[src/rtl/bcd_display_writer.sv]
// Binary-to-BCD feeder for the six-digit 7-segment Avalon-MM slave: accepts a value,
// converts it with a one-bit-per-cycle double-dabble engine and issues one write.
module bcd_display_writer #(
  parameter int         BIN_WIDTH = 20,
  parameter int         DIGITS    = 6,
  parameter logic [1:0] ADDR      = 2'd0
) (
  input  logic                 clk,
  input  logic                 reset,
  input  logic                 in_valid,
  output logic                 in_ready,
  input  logic [BIN_WIDTH-1:0] in_data,
  output logic [1:0]           avm_address,
  output logic                 avm_write,
  output logic [31:0]          avm_writedata,
  input  logic                 avm_waitrequest,
  output logic                 busy,
  output logic                 overflow,
  output logic [1:0]           dbg_state
);

  localparam int         BCD_W   = 4 * DIGITS;
  localparam int         CNT_W   = $clog2(BIN_WIDTH);
  localparam logic [63:0] MAX_VAL = 64'(10 ** DIGITS) - 64'd1;

  // in_valid/in_ready: a value is taken on any edge where both are high; in_ready is
  // high only in IDLE. avm_write holds with stable address/data until an edge with
  // avm_waitrequest low, which completes the single write for that value.
  typedef enum logic [1:0] {
    S_IDLE    = 2'd0,
    S_CONVERT = 2'd1,
    S_WRITE   = 2'd2
  } state_t;

  state_t               r_state;
  state_t               w_next_state;
  logic [BIN_WIDTH-1:0] r_bin;
  logic [BCD_W-1:0]     r_bcd;
  logic [BCD_W-1:0]     w_bcd_adj;
  logic [BCD_W-1:0]     w_bcd_shift;
  logic [CNT_W-1:0]     r_cnt;
  logic                 r_in_ready;
  logic                 r_avm_write;
  logic [31:0]          r_wdata;
  logic                 r_busy;
  logic                 r_overflow;
  logic                 w_accept;
  logic                 w_last_iter;
  logic                 w_done;
  logic                 w_ovf_in;

  assign w_accept    = (r_state == S_IDLE) && in_valid;
  assign w_last_iter = (r_state == S_CONVERT) && (r_cnt == CNT_W'(BIN_WIDTH - 1));
  assign w_done      = (r_state == S_WRITE) && !avm_waitrequest;
  assign w_ovf_in    = 64'(in_data) > MAX_VAL;

  always_comb begin
    w_bcd_adj = r_bcd;
    for (int d = 0; d < DIGITS; d++) begin
      if (r_bcd[4*d +: 4] >= 4'd5) begin
        w_bcd_adj[4*d +: 4] = r_bcd[4*d +: 4] + 4'd3;
      end
    end
  end

  assign w_bcd_shift = {w_bcd_adj[BCD_W-2:0], r_bin[BIN_WIDTH-1]};

  always_comb begin
    w_next_state = r_state;
    case (r_state)
      S_IDLE:    if (w_accept)    w_next_state = S_CONVERT;
      S_CONVERT: if (w_last_iter) w_next_state = S_WRITE;
      S_WRITE:   if (w_done)      w_next_state = S_IDLE;
      default:                    w_next_state = S_IDLE;
    endcase
  end

  always_ff @(posedge clk or posedge reset) begin
    if (reset) r_state <= S_IDLE;
    else       r_state <= w_next_state;
  end

  // Saturated inputs are replaced by 10^DIGITS-1 so the engine itself yields all nines.
  always_ff @(posedge clk or posedge reset) begin
    if (reset) begin
      r_bin       <= '0;
      r_bcd       <= '0;
      r_cnt       <= '0;
      r_in_ready  <= 1'b1;
      r_avm_write <= 1'b0;
      r_wdata     <= '0;
      r_busy      <= 1'b0;
      r_overflow  <= 1'b0;
    end else begin
      r_in_ready  <= (w_next_state == S_IDLE);
      r_busy      <= (w_next_state != S_IDLE);
      r_avm_write <= (w_next_state == S_WRITE);
      if (w_accept) begin
        r_bin      <= w_ovf_in ? MAX_VAL[BIN_WIDTH-1:0] : in_data;
        r_bcd      <= '0;
        r_cnt      <= '0;
        r_overflow <= w_ovf_in;
      end else if (r_state == S_CONVERT) begin
        r_bin <= r_bin << 1;
        r_bcd <= w_bcd_shift;
        r_cnt <= r_cnt + 1'b1;
        if (w_last_iter) r_wdata <= 32'(w_bcd_shift);
      end
    end
  end

  assign in_ready      = r_in_ready;
  assign avm_address   = ADDR;
  assign avm_write     = r_avm_write;
  assign avm_writedata = r_wdata;
  assign busy          = r_busy;
  assign overflow      = r_overflow;
  assign dbg_state     = r_state;

endmodule
[config.mk]
export PLATFORM = sky130hd
export DESIGN_NAME = bcd_display_writer
export DESIGN_NICKNAME = d
export VERILOG_FILES = /design/src/rtl/bcd_display_writer.sv
export SDC_FILE = /design/constraint.sdc
export NUM_CORES = 1
export LEC_CHECK = 0
export ABC_AREA = 1
export CORE_ASPECT_RATIO = 1.2
export CORE_MARGIN = 4
export CORE_UTILIZATION = 48
export DETAILED_ROUTE_END_ITERATION = 8
export PLACE_DENSITY = 0.83
export SYNTH_ARGS = -nofsm -noshare
export SYNTH_HDL_FRONTEND = slang
export SYNTH_SLANG_ARGS = --single-unit
[constraint.sdc]
create_clock -name clk -period 2.7 [get_ports clk]
set_clock_uncertainty 0.15 [all_clocks]
set_input_delay 0.675 -clock clk [delete_from_list [all_inputs] [get_ports clk]]
set_output_delay 0.675 -clock clk [all_outputs]
set_load 0.02 [all_outputs]
==> impl_metrics.csv <==
group,metric,value,unit
cts,cts-resized-gates,0,
timing,fin_crit,2.28,ns
logic_synthesis,ys_seq_elements,79,
setup_path,critPathRequiredTime,1.88,ns
logic_synthesis,synth_top_area_cell,"dfrtp_1",
routing,wl,8.12,mm
logic_synthesis,synth_top_area_share,49.8,%
place,dp_hpwl,5.72,mm
timing,slew_viol_final,0,
floorplanning,initial_core_util,50.0,%
timing,setup_slack,0.424,ns
setup_path,setup.worst_path.class,"reg2out",
routing,wire_per_inst,13.4,um
cts,clock_path_buffers,2,
global_routing,grt_pass1_vias,3143,
setup_path,r2r_start,"dbg_state[0]",
cells_and_area,antenna_cells,0,
outcome,status,"completed",
timing,fmax,439,MHz
global_routing,track_usage,17.7,%
timing,slew_headroom,52.6,%
setup_path,max_stage_delay,0.59,ns
place,pre_cts_ws,0.303,ns
setup_path,r2r-end,"avm_writedata[11]",
cts,cts_tree,"done",
min_path,hold_path_end,"r_bin[9]",
place,place.gp.congestion,0.870,
min_path,hold_path.class,"reg2reg",
setup_path,cp_num_buf_inv,1,
cts,htree_levels,3,
setup_path,crit_family,"buffers and inverters",
logic_synthesis,async_flop_share,100,%
pwr,ir_drop,0.533,mV
routing,drt-initial-drc-count,205,
logic_synthesis,synth_area_leaders,"dfrtp_1, nand2_1, inv_1",
logic_synthesis,postSynthAreaPerCell,8.57,um^2
floorplanning,chipHeight,107,um
cts,holdBufCountCts,0,
logic_synthesis,yosys_warnings,0,
logic_synthesis,synth-main-ff-cell,"dfrtp_1",
setup_path,cp_max_fo,1,
cells_and_area,layout_commonest_cell,"nand2_1",
setup_path,r2r_cells,4,
timing,setup_viol,0,
logic_synthesis,synth_edf_count,0,
timing,post-route-period-util,84.3,%
global_routing,antenna_found_initial,0,
cells_and_area,final_layout_size_suffix_gt1_share,7.02,%
setup_path,worstSetupEndpointType,"output port",
cts,clkSinkCount,79,
cts,cts_buffers,9,
floorplanning,core-area,7840,um^2
cts,clk_pin_slew,0.08,ns
floorplanning,rows,35,
cts,post_cts_buffers,0,
timing,grt_setup_unrepaired,"false",
timing,whs,0.332,ns
timing,tightest_slew,0.710,ns
logic_synthesis,synth_cell_types,33,
logic_synthesis,syn-instance-count,457,
timing,hold_viol,0,
pwr,p_per_area,1250,nW/um^2
setup_path,worstPathArrival,1.45,ns
place,port_buffers,53,
cells_and_area,nets,545,
logic_synthesis,yosysSeqAreaShare,50.5,%
global_routing,grt_remaining_overflow,0,
routing,via_count,3207,
timing,setup_tns,0,ns
cells_and_area,final_util,60.1,%
setup_path,slowest_stage,"clkdlybuf4s50_1",
floorplanning,dieArea,9680,um^2
logic_synthesis,syn-cell-area,3920,um^2
cells_and_area,layout_common_cells,"nand2_1, dfrtp_1, inv_1",
job,cap_violations,0,
global_routing,grt_max_degree,46,
routing,viasPerCell,5.30,
global_routing,grt_pass1_wl,14.0,mm
routing,firstDrtPassIters,4,
cts,insertion_delay,0.35,ns
setup_path,path_cells,"clkdlybuf4s50_1",
setup_path,start_kind,"register",
floorplanning,num_io_pins,64,
pwr,leakage,2.34,nW
cts,root_buffer,"clkbuf_8",
floorplanning,die_w,90.5,um
min_path,whs_path_depth,2,
setup_path,reg2reg_setup_slack,0.78,ns
min_path,min-delay-start,"r_bin[9]",
cells_and_area,area_delta_synth_final,20.1,%
routing,postRouteAntennaNets,0,
routing,drt_drc_violations_left,0,
cells by family (layout without fill, tap and decap cells):
family	count (synthesis)	in the layout	share of synthesized area (%)
and+or+nand+nor	159	159	17.2
AOI/OAI and AO/OA	109	109	15.6
buffers and inverters	90	137	11.1
DFF	79	79	50.5
adders and majority gates	13	13	4.15
xor gates and xnor gates	6	6	1.34
other	1	10	0.0957
worst max-delay path by stage:
stage	startpoint	endpoint	slack [ns]	cells past startpoint
finish	in_ready	in_ready	0.42	1
floorplan	reset	avm_write	0.98	1
global placement	in_valid	r_bin[6]	0.38	7
global route	in_ready	in_ready	0.38	1
detailed placement	in_valid	r_bin[6]	0.30	7
CTS	in_ready	in_ready	0.40	1
through the flow:
stage                     cells  cell area [um^2]  power [mW]
after global routing        605              4710        6.37
after global placement      589              4460        4.67
after floorplan             466              3960        4.01
final                       605              4710        5.89
after CTS                   605              4710        5.92
after detailed placement    589              4460        4.82
worst register-to-register path, delay by kind of cell (launching register included):
kind / cells / cell delay [ns]
AO/OA/AOI/OAI: 1 / 0.16
buffers and inverters: 1 / 0.55
flip-flops: 1 / 0.44
AND/OR/NAND/NOR: 2 / 0.48
where the power goes:
part	leakage [nW]	switching [mW]	internal [mW]	total (mW)
Combinational	1.23	1.66	1.08	2.74
Sequential	0.989	0.337	1.75	2.08
Clock	0.120	0.422	0.641	1.06
cell type report:
class | count | area (um^2)
Fill cell | 678 | 3130
Sequential cell | 79 | 1980
Multi-Input combinational cell | 297 | 1540
Timing Repair Buffer | 56 | 578
Inverter | 65 | 250
Clock buffer | 11 | 141
Tap cell | 92 | 115
Clock inverter | 5 | 106
synth_stat cells, types with 2 or more instances:
cell,count
a22o_1,4
o21ai_2,2
inv_1,59
buf_4,13
nand2_1,113
o21ai_1,21
a21oi_1,16
nand4_1,2
nor2_1,21
nand3_1,13
a2bb2oi_1,2
ha_1,13
buf_2,7
o22ai_1,18
a21boi_0,2
dfrtp_1,78
buf_6,5
inv_2,5
o21ai_0,40
xor2_1,6
a22oi_1,3
or2_1,2
nand2_4,2
state kept, by name (all words and copies together) (netlist names):
signal and cells:
avm_write 1, avm_writedata 24, busy 1, dbg_state 2, in_ready 1, overflow 1, r_bcd 24, r_bin 20
r_cnt 5
per-layer routing:
layer | share of wire [%] | track usage [%] | wire length [um]
met1 | 44 | 21.7 | 3540
met2 | 49 | 30.4 | 3980
met3 | 5.5 | 3.44 | 443
met4 | 2.0 | 7.33 | 159
met5 | 0 | 0 | 0
Note: power is estimated with default switching activity, not from simulation.
